### config.mk
export PLATFORM = sky130hd
export DESIGN_NAME = idma_stream_sched
export DESIGN_NICKNAME = d
export VERILOG_FILES = /design/src/rtl/idma_stream_sched.sv
export SDC_FILE = /design/constraint.sdc
export NUM_CORES = 1
export LEC_CHECK = 0
export CORE_ASPECT_RATIO = 1.2
export CORE_MARGIN = 2
export CORE_UTILIZATION = 40
export CTS_BUF_LIST = sky130_fd_sc_hd__clkbuf_8
export DETAILED_ROUTE_END_ITERATION = 6
export PLACE_DENSITY = 0.65
export SYNTH_ARGS = -nofsm -noshare
export SYNTH_HDL_FRONTEND = slang
export SYNTH_SLANG_ARGS = --single-unit
export TNS_END_PERCENT = 30
### constraint.sdc
create_clock -name clk_i -period 9.6 [get_ports clk_i]
set_input_delay 1.92 -clock clk_i [delete_from_list [all_inputs] [get_ports clk_i]]
set_output_delay 1.92 -clock clk_i [all_outputs]
set_load 0.01 [all_outputs]
### src/rtl/idma_stream_sched.sv
// Round-robin scheduler that forwards NumStreams iDMA request streams to one backend and tracks per-stream IDs.
// Define IDMA_STREAM_SCHED_PRIO_EN to give stream 0 strict priority; the other streams then share round-robin.
module idma_stream_sched #(
  parameter int unsigned  NumStreams     = 4,
  parameter int unsigned  IdCounterWidth = 32,
  parameter int unsigned  MaxOutstanding = 8,
  parameter type          dma_req_t      = logic,
  localparam int unsigned StreamWidth    = (NumStreams > 1) ? $clog2(NumStreams) : 1
) (
  input  logic                                      clk_i,
  input  logic                                      rst_ni,
  input  dma_req_t [NumStreams-1:0]                 req_i,
  input  logic [NumStreams-1:0]                     req_valid_i,
  output logic [NumStreams-1:0]                     req_ready_o,
  output dma_req_t                                  req_o,
  output logic                                      req_valid_o,
  input  logic                                      req_ready_i,
  output logic [StreamWidth-1:0]                    req_stream_o,
  output logic [IdCounterWidth-1:0]                 req_id_o,
  input  logic                                      cmpl_valid_i,
  input  logic [StreamWidth-1:0]                    cmpl_stream_i,
  output logic [NumStreams-1:0][IdCounterWidth-1:0] next_id_o,
  output logic [NumStreams-1:0][IdCounterWidth-1:0] done_id_o,
  output logic [NumStreams-1:0]                     busy_o,
  output logic                                      err_o
);

  localparam int unsigned CntWidth = $clog2(MaxOutstanding + 1);

  typedef logic [CntWidth-1:0]      cnt_t;
  typedef logic [StreamWidth:0]     idx_ext_t;
  typedef logic [IdCounterWidth-1:0] id_t;

  localparam idx_ext_t NumStreamsExt = idx_ext_t'(NumStreams);
  localparam cnt_t     MaxOut        = cnt_t'(MaxOutstanding);

  typedef enum logic {ARB_FREE, ARB_LOCKED} arb_state_e;

  arb_state_e                         arb_state_q;
  logic [StreamWidth-1:0]             lock_stream_q;
  logic [StreamWidth-1:0]             rr_ptr_q;
  cnt_t [NumStreams-1:0]              outst_q;
  cnt_t [NumStreams-1:0]              outst_d;
  logic [NumStreams-1:0][IdCounterWidth-1:0] next_id_q;
  logic [NumStreams-1:0][IdCounterWidth-1:0] done_id_q;
  logic [NumStreams-1:0]              busy_q;
  logic                               err_q;

  logic [NumStreams-1:0]              eligible;
  logic [NumStreams-1:0]              rr_cand;
  logic [NumStreams-1:0]              grant_hs;
  logic [NumStreams-1:0]              cmpl_ok;
  logic [StreamWidth-1:0]             arb_idx;
  logic [StreamWidth-1:0]             grant;
  logic [StreamWidth-1:0]             rr_next;
  logic                               arb_found;
  logic                               any_eligible;
  logic                               handshake;
  logic                               cmpl_err;

  // ID 0 is reserved, so the counter skips it when wrapping.
  function automatic id_t id_succ(input id_t id);
    return (&id) ? id_t'(1) : id + id_t'(1);
  endfunction

  always_comb begin
    eligible = '0;
    for (int s = 0; s < NumStreams; s++) begin
      eligible[s] = req_valid_i[s] && (outst_q[s] < MaxOut);
    end
  end

  assign any_eligible = |eligible;

  always_comb begin
    idx_ext_t cand;
    cand      = '0;
    rr_cand   = eligible;
`ifdef IDMA_STREAM_SCHED_PRIO_EN
    rr_cand[0] = 1'b0;
`endif
    arb_found = 1'b0;
    arb_idx   = '0;
    for (int i = 0; i < NumStreams; i++) begin
      cand = {1'b0, rr_ptr_q} + idx_ext_t'(i);
      if (cand >= NumStreamsExt) cand = cand - NumStreamsExt;
      if (!arb_found && rr_cand[cand[StreamWidth-1:0]]) begin
        arb_found = 1'b1;
        arb_idx   = cand[StreamWidth-1:0];
      end
    end
  end

  // A stalled grant is held so the backend sees a stable request until it accepts it.
  always_comb begin
    grant = arb_idx;
`ifdef IDMA_STREAM_SCHED_PRIO_EN
    if (eligible[0]) grant = '0;
`endif
    if (arb_state_q == ARB_LOCKED && eligible[lock_stream_q]) grant = lock_stream_q;
  end

  always_comb begin
    idx_ext_t rr_ext;
    rr_ext = {1'b0, grant} + idx_ext_t'(1);
    if (rr_ext >= NumStreamsExt) rr_ext = '0;
    rr_next = rr_ext[StreamWidth-1:0];
  end

  assign req_valid_o  = rst_ni && any_eligible;
  assign handshake    = req_valid_o && req_ready_i;
  assign req_o        = req_i[grant];
  assign req_stream_o = grant;
  assign req_id_o     = next_id_q[grant];

  always_comb begin
    req_ready_o = '0;
    grant_hs    = '0;
    if (req_valid_o) req_ready_o[grant] = req_ready_i;
    if (handshake) grant_hs[grant] = 1'b1;
  end

  // Completions on idle or nonexistent streams are rejected and reported instead of corrupting counts.
  always_comb begin
    cmpl_ok = '0;
    outst_d = outst_q;
    for (int s = 0; s < NumStreams; s++) begin
      cmpl_ok[s] = cmpl_valid_i && (cmpl_stream_i == StreamWidth'(s)) && (outst_q[s] != '0);
      if (grant_hs[s] && !cmpl_ok[s]) begin
        outst_d[s] = outst_q[s] + cnt_t'(1);
      end else if (!grant_hs[s] && cmpl_ok[s]) begin
        outst_d[s] = outst_q[s] - cnt_t'(1);
      end
    end
  end

  assign cmpl_err = cmpl_valid_i && !(|cmpl_ok);

  always_ff @(posedge clk_i or negedge rst_ni) begin
    if (!rst_ni) begin
      arb_state_q   <= ARB_FREE;
      lock_stream_q <= '0;
      rr_ptr_q      <= '0;
      outst_q       <= '0;
      busy_q        <= '0;
      err_q         <= 1'b0;
      done_id_q     <= '0;
      for (int s = 0; s < NumStreams; s++) begin
        next_id_q[s] <= id_t'(1);
      end
    end else begin
      arb_state_q <= (req_valid_o && !req_ready_i) ? ARB_LOCKED : ARB_FREE;
      if (req_valid_o) lock_stream_q <= grant;
      if (handshake) begin
`ifdef IDMA_STREAM_SCHED_PRIO_EN
        if (grant != '0) rr_ptr_q <= rr_next;
`else
        rr_ptr_q <= rr_next;
`endif
      end
      outst_q <= outst_d;
      err_q   <= cmpl_err;
      for (int s = 0; s < NumStreams; s++) begin
        busy_q[s] <= (outst_d[s] != '0);
        if (grant_hs[s]) next_id_q[s] <= id_succ(next_id_q[s]);
        if (cmpl_ok[s]) done_id_q[s] <= id_succ(done_id_q[s]);
      end
    end
  end

  assign next_id_o = next_id_q;
  assign done_id_o = done_id_q;
  assign busy_o    = busy_q;
  assign err_o     = err_q;

endmodule

; After elaboration in Yosys (flattened, before gate mapping)
; Index checks and enable logic that the tools add are counted.
[totals]
register_bits = 282
out_inout_bits = 301
word_cells = 170
[classes]
addsub = 24
n_lt_le_gt_ge = 16
n_eq_ne = 3
mux = 48
bitwise = 1
reduce_logical = 61
[ops]
columns = cell, count
row1 = 32-bit 2-to-1 mux, 9
row2 = "32-bit by 1-bit adder with 32-bit output, second input constant", 8
row3 = 32-bit AND reduction, 8
row4 = 32-bit binary-select mux with 2-bit select, 1
row5 = 4-bit 2-to-1 mux, 10
row6 = 4-bit nonzero test, 8
row7 = 1-bit logical AND, 29
row8 = 2-bit 2-to-1 mux, 10
row9 = "2-bit by 3-bit < comparator with 1-bit output, second input constant", 6
row10 = "4-bit by 1-bit adder with 4-bit output, second input constant", 4
row11 = "4-bit < comparator, second input constant", 4
row12 = "4-bit by 1-bit subtractor with 4-bit output, second input constant", 4
row13 = 1-bit logical NOT, 13
row14 = 1-bit binary-select mux with 2-bit select, 6
row15 = "3-bit >= comparator, second input constant", 4
row16 = 1-bit 2-to-1 mux, 11
row17 = 4-bit OR reduction, 2
row18 = "2-bit by 1-bit subtractor with 2-bit output, second input constant", 4
row19 = "2-bit by 1-bit adder with 3-bit output, second input constant", 2
row20 = "2-bit by 2-bit adder with 3-bit output, second input constant", 2
row21 = 4-bit AND, 1
row22 = "2-bit == test, second input constant", 2
row23 = "2-bit by 3-bit >= comparator with 1-bit output, second input constant", 1
row24 = 1-bit demux with 2-bit select, 1
row25 = 3 further kinds, 3

; Depth between registers and ports, before layout
[logic_depth]
word_depth = 25
mapped_depth = 17
mapped_depth_nobuf = 13

; Worst setup path before layout
; OpenSTA, ideal clock, no wires.
[synth_timing]
kind = input to output
start = input port req_valid_i[0]
end = output port req_ready_o[3]
arrival_time_ps = 3865
path_slack_ps = 3815
stages = 11
path_buffers = 3
cell_sequence = nor2b_2 > mux4_2 > and2_1 > o21ba_1 > buf_6 > clkbuf_1 > clkbuf_1 > inv_1 > ha_1 > nand3_4 > inv_2
[synth_between]
elab_chain_len = 20
[synth_lines]
columns = item, line_no
row1 = "start, declared", 13  ; input logic [NumStreams-1:0] req_valid_i,
row2 = 1-bit logical AND *, 69  ; eligible[s] = req_valid_i[s] && (outst_q[s] < MaxOut);
row3 = 1-bit binary-select mux with 2-bit select, 87  ; if (!arb_found && rr_cand[cand[StreamWidth-1:0]]) begin
row4 = 1-bit 2-to-1 mux (not written as such), 87
row5 = 1-bit 2-to-1 mux, 87
row6 = 1-bit logical NOT, 87
row7 = 1-bit logical AND, 87
row8 = 1-bit 2-to-1 mux, 87
row9 = 1-bit logical NOT, 87
row10 = (+4 left out), -
row11 = 2-bit 2-to-1 mux, 87
row12 = 2-bit 2-to-1 mux, 100  ; if (arb_state_q == ARB_LOCKED && eligible[lock_stream_q]) grant = lock_stream_q;
row13 = 2-bit by 3-bit < comparator with 1-bit output (not written as such) or 2-bit by 1-bit >= comparator with 1-bit output (tied branches), 119  ; if (req_valid_o) req_ready_o[grant] = req_ready_i;
row14 = 1-bit logical AND (not written as such), 119
row15 = 1-bit 2-to-1 mux (not written as such), 119
row16 = 1-bit demux with 2-bit select, 119
row17 = 4-bit AND (no source line), -
row18 = 4-bit 2-to-1 mux *, 119
row19 = "end, declared", 14  ; output logic [NumStreams-1:0] req_ready_o,
; Every way passes the cells marked *; elsewhere a longest branch is shown, timed or not. The select of a mux whose other input is x is not followed.

; Final worst setup path
[layout_timing]
start = input port req_valid_i[3]
end = output port req_ready_o[2]
; Same word-level chain as after synthesis.

==> impl_metrics.ini <==
[timing]
finalMaxSlewViolations = 0
min_period_over_period_pct = 81.49
finClkSkew_ns = 0.02537
setup_viol = 0
rsz0062_at_grt = no
finalSetupTns_ns = 0
worst_slack_ns = 1.777
finalHoldViolCount = 0
fin_crit_ns = 7.823
worst_pin_slew_ns = 0.9789
relSlewSlack_pct = 34.50
fmax_mhz = 127.8

[place]
hpwl_mm = 35.72
dp.cells = 2356
portBuffers = 314
gp_congestion = 0.8843
pre_cts_ws_ns = 1.774

[setup_path]
cp.depth = 9
crit_fanout = 40
crit_top_cell = clkdlybuf4s50_1
path_buf_inv = 4
r2r_cells = 11
critical_path_class = in -> out
r2r_setup_slack_ns = 5.43
worst_path_largest_cell_delay_ns = 0.79
reg2reg_from = outst_q[3]$_DFF_PN0_
cp-endpoint = req_ready_o[2]
cp-start-kind = input port
crit_path_start = req_valid_i[3]
crit_required_ns = 7.68
crit_slowest_cell = clkinv_2
r2r-end = next_id_o[77]$_DFFE_PN0P_
cp.arrival_ns = 5.90
critPathCaptureType = primary output
crit_chain = clkdlybuf4s50_1 -> nor2b_1 -> mux4_2 -> and2_1 -> o21ba_1 -> clkinv_2 -> nand2_4 -> inv_2 -> clkdlybuf4s50_1
cp_top_family = buffers and inverters

[pwr]
power.share.clock_pct = 27.9
p_total_mw = 3.821
vdd_drop_max_mv = 0.1168
power_frac_seq_pct = 38.5
netSwitchingFraction_pct = 36.58
power_leakage_nw = 8.140
switchingPower_mw = 1.398
comb_power_share_pct = 33.6
p_per_area_nw_per_um2 = 197.3
p_int_mw = 2.423

[clock_tree]
ctsResizeCount = 0
clock_latency_ns = 0.60
cts-hold-fix-buffers = 0
cts_root_buf = clkbuf_8
postCtsSetupRepairBufs = 0
cts_tree = done
clk_pin_slew_worst_paths_ns = 0.06
clkSinkCount = 282
cts_buffer_depth = 3
htree_levels = 2
numCtsBuffers = 48

[outcome]
status = completed

[run]
cap_viol_max_count = 0

[die]
die_area_um2 = 38520
fp.dieH_um = 214.6
rows = 77
initial_core_util_pct = 40.38
ios = 315
core-area_um2 = 36610
fp.dieW_um = 179.5

[detailed_routing]
drt_first_pass_iters = 5
vias = 13260
finalWirelength_mm = 47.90
route.detailed.drc = 0
ant_nets = 0
vias_per_cell = 5.425
drt_iter0_markers = 718
post_drt_wl_per_cell_um = 19.59

[global_routing]
grt_pass1_vias = 13300
grt_pass1_wl_mm = 75.79
grtUsageTotal_pct = 24.50
grt_max_degree = 160
antenna_found_initial = 2
grt-ovfl-total = 0

[cells_and_area]
drive_gt1_share_pct = 6.396
nets = 1963
instances_no_fill = 2445
postLayoutCoreUtil_pct = 52.89
fillers = 3461
syn_to_final_growth_pct = 30.98

[yosys]
synth_common_cells = nand2_1 (286), dfrtp_1 (278), nor2_1 (170)
synthArstFlopShare_pct = 100.0
yosys-top-cells-area = dfrtp_1 (47%), xnor2_1 (7.7%), nand2_1 (7.3%), xor2_1 (5.0%), nor2_1 (4.3%)
syn_area_um2 = 14780
yosysWarnings = 0
ys_types = 77
syn_inst = 1605
syn_area_per_cell_um2 = 9.211
synth_top_flop_cell = dfrtp_1
synth_top_area_cell = dfrtp_1
ys_seq_area_share_pct = 47.77
synth-seq-cells = 282
syn_nets = 1636
synth_edf_count = 0
synth_top_cell_area_share_pct = 47.05
synth.most_common_cell = nand2_1

[hold_path]
hold_path.class = reg -> reg
[per-layer routing]
metal / wire, um / part of all wire (%) / global-route usage (%) / vias up
li1: - / - / - / 6197
met1: 18870 / 39 / 28.99 / 6556
met2: 23580 / 49 / 41.98 / 404
met3: 3141 / 6.6 / 5.808 / 102
met4: 2283 / 4.8 / 11.44 / 4
met5: 21 / 0.044 / 0 / -
[worst min-delay path by stage]
stage                              startpoint                   endpoint  slack (ns)  cells past startpoint
floorplan                outst_q[6]$_DFF_PN0_       outst_q[6]$_DFF_PN0_        0.47                      1
global placement    done_id_o[60]$_DFFE_PN0P_  done_id_o[60]$_DFFE_PN0P_        0.48                      1
detailed placement  done_id_o[90]$_DFFE_PN0P_  done_id_o[90]$_DFFE_PN0P_        0.48                      1
CTS                 done_id_o[90]$_DFFE_PN0P_  done_id_o[90]$_DFFE_PN0P_        0.49                      1
global route        done_id_o[90]$_DFFE_PN0P_  done_id_o[90]$_DFFE_PN0P_        0.52                      1
finish              done_id_o[90]$_DFFE_PN0P_  done_id_o[90]$_DFFE_PN0P_        0.48                      1
[registers in the layout, indices dropped and copies added, names as in the netlist]
register	flops
done_id_o	128
next_id_o	128
outst_q	16
busy_o	4
lock_stream_q	2
rr_ptr_q	2
arb_state_q	1
err_o	1
[power by group through the flow]
stage	combinational, mW	sequential [mW]	clock (mW)
floorplan	0.636	1.47	0
detailed placement	1.28	1.49	0
CTS	1.29	1.47	1.10
global placement	1.27	1.49	0
finish	1.28	1.47	1.07
global route	1.38	1.49	1.15
[layout make-up]
type	instances	area (um^2)	share of cell area [%]
multi-input cells	1237	7365	38.03
flip-flops and latches	282	7062	36.47
repair buffers	325	3243	16.75
clock buffers	59	812.0	4.194
well taps	474	593.1	3.063
inverters	38	148.9	0.7689
clock inverters	29	137.6	0.7108
diodes	1	2.502	0.01292
[placed cells by master, fill, tap and decap left out, types with 17 or more instances in the layout]
cell type and n:
nand4_1 53, inv_1 50, clkbuf_8 59, and4_1 23
nand2_1 286, xnor2_1 130, xor2_1 84, a21oi_1 28
nor2_1 170, ha_1 17, clkdlybuf4s50_1 313, a31oi_1 40
or3_1 17, o21ai_0 54, nor3_1 25, nand3_1 107
dfrtp_1 278, and3_1 72
[kinds of logic after synthesis]
logic type	after synthesis	share of synthesized area, %
AO/OA/AOI/OAI	174	7.371
XOR/XNOR	214	12.68
adder cells (fa/ha/maj)	17	1.439
buffers and inverters	86	2.530
flip-flops	282	47.77
multiplexers	9	0.6940
AND/OR/NAND/NOR	823	27.52
[per-stage QoR]
stage                     hold slack [ns]  cell area (um^2)
after floorplan                    0.4706             14780
after CTS                          0.4884             19360
final                              0.4839             19360
after detailed placement           0.4779             18410
after global routing               0.5216             19360
after global placement             0.4767             18410
Power figures use the tool's default switching activity.
